$ cat config.mk
export PLATFORM = sky130hd
export DESIGN_NAME = mem_wb_skid_reg
export DESIGN_NICKNAME = d
export VERILOG_FILES = /design/src/rtl/mem_wb_skid_reg_pkg.sv /design/src/rtl/mem_wb_skid_reg_pipe_slot.sv /design/src/rtl/mem_wb_skid_reg.sv
export SDC_FILE = /design/constraint.sdc
export NUM_CORES = 1
export LEC_CHECK = 0
export ABC_CLOCK_PERIOD_IN_PS = 3900
export CAP_MARGIN = 20
export CELL_PAD_IN_SITES_DETAIL_PLACEMENT = 1
export CELL_PAD_IN_SITES_GLOBAL_PLACEMENT = 1
export CORE_ASPECT_RATIO = 0.5
export CORE_MARGIN = 3
export CORE_UTILIZATION = 39
export DETAILED_ROUTE_END_ITERATION = 10
export PLACE_DENSITY = 0.87
export RECOVER_POWER = 100
export SLEW_MARGIN = 0
export SYNTH_ARGS = -nofsm -noshare
export SYNTH_HDL_FRONTEND = slang
export SYNTH_SLANG_ARGS = --single-unit
export TNS_END_PERCENT = 10
$ cat constraint.sdc
create_clock -name clk -period 3.9 [get_ports clk]
set_clock_uncertainty 0.05 [all_clocks]
set_input_delay 0.78 -clock clk [delete_from_list [all_inputs] [get_ports clk]]
set_output_delay 0.78 -clock clk [all_outputs]
set_load 0.01 [all_outputs]
$ cat src/rtl/mem_wb_skid_reg_pkg.sv
// Shared pipeline package for the MEM/WB stage boundary.
// Holds the skid-buffer state encoding, the PC increment constant and the
// default datapath widths used by the stage registers.
package mem_wb_skid_reg_pkg;

  // Default widths for the MEM/WB payload
  localparam int unsigned DefWidth = 32;
  localparam int unsigned DefDestW = 4;
  localparam int unsigned DefPcW   = 32;

  // Byte distance to the next sequential instruction
  localparam int unsigned PcIncr = 4;

  // Occupancy of the two-entry skid buffer:
  //   StOne  - main slot valid
  //   StFull - main and skid slots valid
  typedef enum logic [1:0] {
    StEmpty = 2'b00,
    StOne   = 2'b01,
    StFull  = 2'b10
  } skid_state_e;

endpackage

$ cat src/rtl/mem_wb_skid_reg_pipe_slot.sv
// Single payload register with load enable (one slot of the skid buffer).
// Ports:
//   clk  - clock, rising edge
//   rst  - synchronous active-low reset, clears the payload to 0
//   load - capture d on the next rising edge
//   d    - payload to capture
//   q    - held payload
module mem_wb_skid_reg_pipe_slot #(
  parameter int unsigned W = 8
) (
  input  logic         clk,
  input  logic         rst,
  input  logic         load,
  input  logic [W-1:0] d,
  output logic [W-1:0] q
);

  always_ff @(posedge clk) begin
    if (!rst) begin
      q <= '0;
    end else if (load) begin
      q <= d;
    end
  end

endmodule

$ cat src/rtl/mem_wb_skid_reg.sv
// MEM/WB pipeline register built as a two-entry skid buffer.
// The main slot drives the WB-side outputs; the skid slot absorbs one extra
// entry so in_ready can come from a register and never depends on out_ready.
// Ports:
//   clk, rst, clr            - clock, sync active-low reset, sync flush
//   in_valid / in_ready      - MEM-side handshake
//   *_in                     - MEM-side payload
//   out_valid / out_ready    - WB-side handshake
//   *_out                    - held payload, pc_out + 4 and the write-back data mux
module mem_wb_skid_reg
  import mem_wb_skid_reg_pkg::*;
#(
  parameter int unsigned WIDTH  = DefWidth,
  parameter int unsigned DEST_W = DefDestW,
  parameter int unsigned PC_W   = DefPcW
) (
  input  logic              clk,
  input  logic              rst,
  input  logic              clr,
  input  logic              in_valid,
  output logic              in_ready,
  input  logic              wb_enable_in,
  input  logic              mem_read_enable_in,
  input  logic [WIDTH-1:0]  alu_res_in,
  input  logic [WIDTH-1:0]  data_memory_in,
  input  logic [DEST_W-1:0] dest_in,
  input  logic [PC_W-1:0]   pc_in,
  output logic              out_valid,
  input  logic              out_ready,
  output logic              wb_enable_out,
  output logic              mem_read_enable_out,
  output logic [WIDTH-1:0]  alu_res_out,
  output logic [WIDTH-1:0]  data_memory_out,
  output logic [DEST_W-1:0] dest_out,
  output logic [PC_W-1:0]   pc_out,
  output logic [PC_W-1:0]   pc_plus4_out,
  output logic [WIDTH-1:0]  wb_data_out
);

  localparam int unsigned PayW = 2 + 2 * WIDTH + DEST_W + PC_W;

  skid_state_e     state_q, state_d;
  logic            in_ready_q, in_ready_d;
  logic            accept, pop;
  logic            load_main, load_skid, main_from_skid;
  logic [PayW-1:0] in_pay, main_d, main_q, skid_q;
  logic            main_wb_enable;

  assign in_pay = {wb_enable_in, mem_read_enable_in, alu_res_in, data_memory_in, dest_in, pc_in};

  assign accept = in_valid && in_ready_q;
  assign pop    = out_valid && out_ready;

  always_comb begin
    state_d        = state_q;
    load_main      = 1'b0;
    load_skid      = 1'b0;
    main_from_skid = 1'b0;
    if (clr) begin
      // Flush wins over the handshake: any offered entry is dropped
      state_d = StEmpty;
    end else begin
      unique case (state_q)
        StEmpty: begin
          if (accept) begin
            load_main = 1'b1;
            state_d   = StOne;
          end
        end
        StOne: begin
          if (accept && pop) begin
            load_main = 1'b1;
          end else if (accept) begin
            load_skid = 1'b1;
            state_d   = StFull;
          end else if (pop) begin
            state_d = StEmpty;
          end
        end
        StFull: begin
          if (pop) begin
            load_main      = 1'b1;
            main_from_skid = 1'b1;
            state_d        = StOne;
          end
        end
        default: state_d = StEmpty;
      endcase
    end
    // Registered ready: high next cycle whenever there will be a free slot
    in_ready_d = (state_d != StFull);
  end

  always_ff @(posedge clk) begin
    if (!rst) begin
      state_q    <= StEmpty;
      in_ready_q <= 1'b1;
    end else begin
      state_q    <= state_d;
      in_ready_q <= in_ready_d;
    end
  end

  assign main_d = main_from_skid ? skid_q : in_pay;

  mem_wb_skid_reg_pipe_slot #(
    .W(PayW)
  ) u_main_slot (
    .clk  (clk),
    .rst  (rst),
    .load (load_main),
    .d    (main_d),
    .q    (main_q)
  );

  mem_wb_skid_reg_pipe_slot #(
    .W(PayW)
  ) u_skid_slot (
    .clk  (clk),
    .rst  (rst),
    .load (load_skid),
    .d    (in_pay),
    .q    (skid_q)
  );

  assign {main_wb_enable, mem_read_enable_out, alu_res_out, data_memory_out, dest_out, pc_out} =
      main_q;

  assign in_ready      = in_ready_q;
  assign out_valid     = (state_q != StEmpty);
  assign wb_enable_out = main_wb_enable && out_valid;
  assign pc_plus4_out  = pc_out + PC_W'(PcIncr);
  assign wb_data_out   = mem_read_enable_out ? data_memory_out : alu_res_out;

endmodule

Word-level counts from Yosys, hierarchy flattened --
Index checks and enable logic that the tools add are counted.
Word-level totals: output and inout bits 168, bits of input ports 107, bits in registers 207
Cells by class: eq/ne operators 3, add/sub/neg operators 1, reduce and logical (&&, ||, !) cells 6, multiplexer cells 19
Operator list (count):
- 102-bit two-way mux | 1
- 32-bit by 3-bit adder with 32-bit output (second input constant) | 1
- 32-bit two-way mux | 1
- 2-bit two-way mux | 6
- 1-bit two-way mux | 9
- 2-bit case mux with 3 select lines | 1
- 1-bit logical AND | 4
- 1-bit case mux with 3 select lines | 1
- 2-bit by 1-bit equality test with 1-bit output (second input constant) | 1
- 2-bit equality test (second input constant) | 1
- 2-bit logical NOT | 1
- 2-bit != test (second input constant) | 1
- 2-bit nonzero test | 1

Logic depth before layout (Yosys ltp) --
Gate-level depths: netlist of the first run.
depth after elaboration 8, gate-level depth with buffers 7

Modules after synthesis --
A second synthesis of the first run with hierarchy kept.
Unflattened totals: cell total of the unflattened synthesis 915, area total of the unflattened synthesis 10288.6 um2
Modules (own cells, without submodules):
- mem_wb_skid_reg_pipe_slot | sequential area each 2042.0 um2, cells each 329, area an instance 3946.3 um2, times used 2
- mem_wb_skid_reg | sequential area each 60.1 um2, cells each 257, area an instance 2396.0 um2, times used 1

Least setup slack after synthesis of the first run --
No wires, ideal clock.
kind register to output, start point register u_main_slot.q[4], end point output port pc_plus4_out[27], slack 1.585 ns, required time 3.070 ns, arrival 1.485 ns, cell stages (with the launch flop) 6, cells stage by stage dfxtp_1 and4_1 nand4_1 buf_1 nor4_1 xor2_1
On the way: word-level cells in the longest chain between the ends 1
Ends and longest elaborated chain:
- start, declared | RTL line mem_wb_skid_reg_pipe_slot.sv:15 | output logic [W-1:0] q
- start signal, assigned | RTL line mem_wb_skid_reg_pipe_slot.sv:20 | q <= '0;
- start signal, assigned | RTL line mem_wb_skid_reg_pipe_slot.sv:22 | q <= d;
- 32-bit by 3-bit adder with 32-bit output | RTL line mem_wb_skid_reg.sv:132 | assign pc_plus4_out = pc_out + PC_W'(PcIncr);
- end, declared | RTL line mem_wb_skid_reg.sv:36 | output logic [PC_W-1:0] pc_plus4_out,
Every way passes these cells.

Worst setup path after layout of the first run --
start point register u_main_slot.q[19], end point output port pc_plus4_out[31]
The elaborated chain is that of the path after synthesis.

==> key figures, run 1 <==
Placement
  • GP Congestion: 0.819
  • PortBufs: 274
  • Placement Setup Slack: 0.683 ns
  • Post-DP HPWL: 22100 um

Setup path
  • Worst-path fanout max: 7
  • RR Endpoint: u_skid_slot.q[80]
  • Worst Path Arrival: 2.83 ns
  • Type of destination of the critical path: output port
  • Startpoint Class: register
  • FF-to-FF Start: state_q[0]
  • Crit Path Class: register to output port
  • Critical Path Source: u_main_slot.q[19]
  • WP data required: 3.07 ns
  • Flop-to-flop setup slack: 1.18 ns
  • R2R depth: 5

Route
  • Final ANT Viol Nets: 0
  • Initial drt markers: 576
  • Total wire length: 33900 um
  • DRC Markers: 0
  • Initial DRT Pass Iterations: 5
  • Via density: 5.66
  • Via Count: 9221
  • Drt wl/cell: 20.8 um

Die
  • Core Area: 25500 sq um
  • Die W: 235 um
  • Initial Util: 40.1%
  • Row count: 41
  • Die Y: 120 um
  • Die area: 28300 sq um
  • IO Count: 275

Logic synthesis
  • Post-synth cell types: 32
  • Top-area cell type share of the netlist area: 40.5%
  • Synth Area per Inst: 8.76 sq um
  • Cells after synthesis: 1167
  • FF+latch count, synth: 207
  • Area contributors post-synth: dfxtp_1 41%, o211a_1 10%, nand2_1 7.9%
  • Post-synth top area cell: dfxtp_1
  • Post-Syn Area: 10200 sq um
  • Yosys warnings: 0
  • Syn_nets: 1275
  • Sequential share of the synthesized area: 40.5%

Min path
  • Worst Hold Class: register to register
  • Hold Startpoint: u_skid_slot.q[25]
  • Min-Delay Endpoint: u_skid_slot.q[25]
  • WHS Path Cells: 2

Power and ir drop
  • Sw Ratio: 26.2%
  • Internal power: 3.62 mW
  • IR Drop Worst-Case VDD: 0.000194 V
  • Combinational share of power: 15.7%
  • PD cells: 376 nW/um^2
  • Sequential share of power: 46.6%
  • Clock network power share: 37.7%
  • Net Switching: 1.28 mW
  • P_leak: 6.06 nW

Clock tree
  • CTS tree: built
  • CTS Root Cell: clkbuf_16
  • Clock buffer depth: 3
  • H-tree levels: 1
  • TritonCTS Sinks: 207
  • Clk Latency, worst-skew pair: 0.50 ns
  • Clock transition at path regs: 0.06 ns
  • Hold buffer count at cts: 0
  • Clock buffer count from CTS: 21

Flow run
  • Max Cap Viol: 3

Timing
  • Rel. slew slack: -61.9%
  • Fin crit share: 93.8%
  • Hold Vio Cnt, Final: 0
  • Final setup fails: 0
  • Min cycle time layout: 3.66 ns
  • Setup TNS: 0 ns
  • Fmax: 273 MHz
  • RSZ-0062 raised after global routing: false
  • Hold WS: 0.407 ns
  • Worst setup margin: 0.241 ns
  • Measured slew at the worst slew-check pin: 2.43 ns
  • Slew Viols, Final: 208

Global routing
  • Largest net degree at the start of global routing: 104
  • Vias in the first global route: 9481
  • First-pass GRT wire length: 53100 um
  • GRT Overall Usage: 22.8%
  • Grt ovf: 0
  • Initial antenna violation count: 2

Cells and area
  • Layout Nets: 1382
  • # fillers: 2884
  • Layout cells sized above 1: 6.63%
  • P&R area growth vs syn: 27.5%

Status
  • Violated checks: max-capacitance violations, max-slew violations
  • Status: finished, violations left
layer usage:
metal  up-vias  global-route usage (%)  routed length [um]
li1       4265                       -                   -
met1      4696                    28.0               14300
met2       194                    41.8               17600
met3        66                    2.85                1030
met4         0                    7.75                1040
met5         -                       0                   0
power by group through the flow:
| stage | clock network (mW) | registers (mW) | logic (mW) |
|---|---|---|---|
| finish | 1.85 | 2.29 | 0.768 |
| global route | 1.99 | 2.30 | 0.820 |
| CTS | 1.90 | 2.29 | 0.827 |
| detailed placement | 0 | 2.34 | 0.822 |
| global placement | 0 | 2.33 | 0.799 |
| floorplan | 0 | 2.30 | 0.459 |
through the flow:
stage	total power, mW	cells	utilization [%]	cell area, sq um
5_1_grt	5.11	1629	51.1	13000
3_3_place_gp	3.13	1594	48.9	12500
6_report	4.90	1629	51.1	13000
4_1_cts	5.01	1626	51.2	13100
2_1_floorplan	2.76	1167	-	10200
3_5_place_dp	3.16	1594	48.9	12500
critical path, stage by stage (launching register included):
cell and delay [ns]:
dfxtp_1 0.46, and4_1 0.30, nand4_1 0.27, nor4_1 0.50, xor2_1 0.18, dlygate4sd3_1 0.62
synth_stat cells, drive strengths merged:
cell type,instances
mux2,32
xor2,17
and2,2
or2,2
a21boi,102
o211a,102
a21oi,1
a22oi,102
ha,1
nand3,111
nand3b,1
a211o,1
nand4bb,1
and3b,2
nor3,10
a21o,1
xnor2,12
and3,1
nand2,215
clkbuf,69
nand4,6
dfxtp,207
and4,4
nor2,4
buf,139
nor4,9
nand2b,2
inv,10
or3,1
cells by family (layout without fill, tap and decap cells):
kind of cell | count (synthesis) | count (layout) | synth area share [%]
compound gates | 309 | 309 | 25.2
xor+xnor | 29 | 29 | 2.48
fa+ha+maj | 1 | 1 | 0.122
buf+inv | 218 | 334 | 12.1
flops | 207 | 207 | 40.5
mux | 32 | 32 | 3.52
other cells | 0 | 2 | 0
simple gates | 371 | 371 | 16.1
how the worst max path moves through the flow:
stage,cells after the start,to
6_report,5,pc_plus4_out[31]
5_1_grt,5,pc_plus4_out[31]
4_1_cts,5,pc_plus4_out[28]
3_5_place_dp,5,pc_plus4_out[28]
3_3_place_gp,5,pc_plus4_out[28]
2_1_floorplan,5,pc_plus4_out[27]
cells in the final DEF (no fill, tap or decap), drive strengths merged, types with 2 or more instances in the layout:
cell and instances:
nand2 215, dfxtp 207, dlygate4sd3 165, nand3 111, clkdlybuf4s50 108, a22oi 102, o211a 102, a21boi 102
mux2 32, clkbuf 30, xor2 17, buf 13, xnor2 12, nor3 10, inv 9, nor4 9
clkinv 7, nand4 6, and4 4, nor2 4, diode 2, or2 2, nand2b 2, and2 2
clkinvlp 2, and3b 2
sequential cells by signal, summed over array words and instances (netlist names):
signal         count
in_ready           1
state_q            2
u_main_slot.q    102
u_skid_slot.q    102
what timing repair did:
item,4_1_cts,5_1_grt
resized for setup,0,1
endpoints found under the setup margin,0,3
setup buffers,0,1
cell type report:
cell class | count | area, sq um | area share [%]
Timing Repair Buffer | 292 | 2930 | 22.5
Sequential cell | 207 | 4140 | 31.8
Multi-Input combinational cell | 742 | 4880 | 37.5
Antenna cell | 2 | 5.00 | 0.0384
Clock inverter | 8 | 50.0 | 0.384
Inverter | 10 | 38.8 | 0.298
Tap cell | 344 | 430 | 3.30
Clock buffer | 24 | 547 | 4.20
Power figures use the tool's default switching activity.
==> run 2, diff against run 1 <==
--- a/config.mk
+++ b/config.mk
@@ -13,7 +13,7 @@
 export CORE_MARGIN = 3
 export CORE_UTILIZATION = 39
 export DETAILED_ROUTE_END_ITERATION = 10
-export PLACE_DENSITY = 0.87
+export PLACE_DENSITY_LB_ADDON = 0.05
 export RECOVER_POWER = 100
 export SLEW_MARGIN = 0
 export SYNTH_ARGS = -nofsm -noshare
==> run 2 against run 1 <==
The run still ends with max-capacitance violations, max-slew violations left. Power is 3.2% higher. Sequential power is essentially flat. Design area up 0.25%. Wire length shrank 4.5%. Cell count stayed put.
==> key figures, run 2 (synthesis results as in run 1) <==
Setup path
  • Flop-to-flop setup slack: 0.60 ns (-0.58 ns)
  • Worst-path fanout max: 103 (+96)
  • Startpoint Class: primary input
  • Type of destination of the critical path: register
  • Crit Path Class: primary input to register
  • WP data required: 4.30 ns (+1.23 ns)
  • Worst Path Arrival: 4.09 ns (+1.26 ns)

Min path
  • Worst Hold Class: register to register

Cells and area
  • # fillers: 2897 (+0.45%)
  • Layout cells sized above 1: 6.85% (+0.23 points)
  • Top flop regs: u_main_slot.q: 102 flops, u_skid_slot.q: 102 flops, state_q: 2 flops
  • Most frequent cells in the layout: 215 x nand2_1, 206 x dfxtp_1, 168 x dlygate4sd3_1
  • P&R area growth vs syn: 27.8%
  • Final non-filler cell total: 1629 (unchanged)
  • Most common cell after layout, fill and taps aside: nand2_1
  • Layout Nets: 1379 (-0.22%)

Power and ir drop
  • Combinational share of power: 14.7% (-1.0 points)
  • IR Drop Worst-Case VDD: 0.000203 V (+5.0%)
  • Internal power: 3.78 mW (+4.5%)
  • Sw Ratio: 25.3% (-0.88 points)
  • Clock network power share: 40.0% (+2.3 points)
  • Sequential share of power: 45.4% (-1.2 points)
  • P_leak: 6.09 nW (+0.53%)
  • PD cells: 387 nW/um^2 (+3.0%)
  • Net Switching: 1.28 mW (-0.24%)

Global routing
  • Initial antenna violation count: 1 (-1)
  • Vias in the first global route: 9044 (-4.6%)
  • GRT Overall Usage: 21.9% (-0.91 points)
  • Grt ovf: 0 (unchanged)
  • Largest net degree at the start of global routing: 104 (unchanged)
  • First-pass GRT wire length: 50900 um (-4.1%)

Die
  • Initial Util: 40.1% (unchanged)
  • Core Area: 25500 sq um (unchanged)
  • IO Count: 275 (unchanged)
  • Die area: 28300 sq um (unchanged)
  • Die Y: 120 um (unchanged)
  • Die W: 235 um (unchanged)
  • Row count: 41 (unchanged)

Timing
  • Hold Vio Cnt, Final: 0 (unchanged)
  • Setup TNS: 0 ns (unchanged)
  • Measured slew at the worst slew-check pin: 2.27 ns (-0.156 ns)
  • Slew Viols, Final: 211 (+1.4%)
  • Rel. slew slack: -51.5% (+10 points)
  • Hold WS: 0.410 ns (+0.00255 ns)
  • Final setup fails: 0 (unchanged)
  • Fin crit share: 94.6% (+0.82 points)
  • Fmax: 271 MHz (-0.87%)
  • RSZ-0062 raised after global routing: false
  • Worst setup margin: 0.209 ns (-0.0319 ns)
  • Min cycle time layout: 3.69 ns (+0.0319 ns)

Route
  • Met2 WL post-DR: 16100 um (-8.5%)
  • Initial DRT Pass Iterations: 4 (-1)
  • Via Count: 8981 (-2.6%)
  • DRC Markers: 0 (unchanged)
  • Drt wl/cell: 19.9 um (-4.5%)
  • Routed met3 length: 1360 um (+32%)
  • Top sig layer: met4
  • Total wire length: 32400 um (-4.5%)
  • Met1 WL: 14600 um (+2.5%)
  • Final ANT Viol Nets: 0 (unchanged)
  • Via density: 5.51 (-2.6%)
  • Initial drt markers: 549 (-4.7%)

Placement
  • Placement Setup Slack: 0.635 ns (-0.0478 ns)
  • GP Congestion: 0.795 (-2.9%)
  • Cells after DPL: 1590 (-0.25%)
  • Post-DP HPWL: 20300 um (-8.3%)
  • PortBufs: 274 (unchanged)

Status
  • Status: finished, violations left
  • Violated checks: max-capacitance violations, max-slew violations

Clock tree
  • Clock transition at path regs: 0.06 ns (about the same)
  • Clk Latency, worst-skew pair: 0.51 ns (about the same)
  • Clock buffer depth: 3 (unchanged)
  • CTS Root Cell: clkbuf_16
  • Clock buffer count from CTS: 21 (unchanged)
  • H-tree levels: 1 (unchanged)
  • CTS tree: built
  • TritonCTS Sinks: 207 (unchanged)

Flow run
  • Max Cap Viol: 3 (unchanged)
[run 2: changes by cell type in the layout (fill, tap and decap cells not counted), sizes merged]
cell           delta
bufinv            +2
clkbuf            -1
clkdlybuf4s50     -3
clkinv            -2
diode             -1
dlygate4sd3       +3
inv               +2
[run 2: power by group through the flow]
stage	combinational, mW	clock [mW]	sequential, mW
finish	0.741	2.02	2.30
detailed placement	0.798	0	2.35
CTS	0.802	2.10	2.30
floorplan	0.459	0	2.30
global placement	0.787	0	2.34
global route	0.797	2.19	2.31
[run 2: metal layers]
layer / vias up / global-route usage, %
met5: - / 0
met4: 0 / 3.17
met3: 27 / 3.97
met2: 181 / 38.1
met1: 4530 / 29.3
li1: 4243 / -
[run 2: final timing paths]
path | end | depth (start not counted) | from
min reg2reg | u_skid_slot.q[74] | 2 | u_skid_slot.q[74]
max reg2reg | u_main_slot.q[4] | 5 | state_q[1]
min | u_skid_slot.q[74] | 2 | u_skid_slot.q[74]
max | u_main_slot.q[4] | 6 | out_ready
[run 2: repair_timing]
item	4_1_cts	5_1_grt
hold buffers	0	0
endpoints found under the setup margin	0	1
gates resized for setup	0	0
setup buffers	0	2
[run 2: worst max-delay path, cell delays in order]
cell and delay, ns:
clkdlybuf4s50_1 0.58, and3b_4 0.23, buf_2 1.64, a22oi_1 0.39, nand3_1 0.22, o211a_1 0.18
[run 2: layout make-up]
| type | instances | area (sq um) | share of cell area, % |
|---|---|---|---|
| diodes | 1 | 2.50 | 0.0192 |
| clock buffers | 26 | 564 | 4.32 |
| clock inverters | 10 | 115 | 0.881 |
| inverters | 10 | 38.8 | 0.297 |
| multi-input cells | 742 | 4870 | 37.3 |
| flip-flops and latches | 207 | 4150 | 31.7 |
| well taps | 344 | 430 | 3.29 |
| repair buffers | 289 | 2900 | 22.2 |
[run 2: per-stage QoR]
step | utilization [%] | instance area (sq um) | total power, mW
3_5_place_dp | 48.7 | 12400 | 3.14
6_report | 51.2 | 13100 | 5.06
5_1_grt | 51.2 | 13100 | 5.30
4_1_cts | 51.4 | 13100 | 5.20
3_3_place_gp | 48.7 | 12400 | 3.13
2_1_floorplan | - | 10200 | 2.76
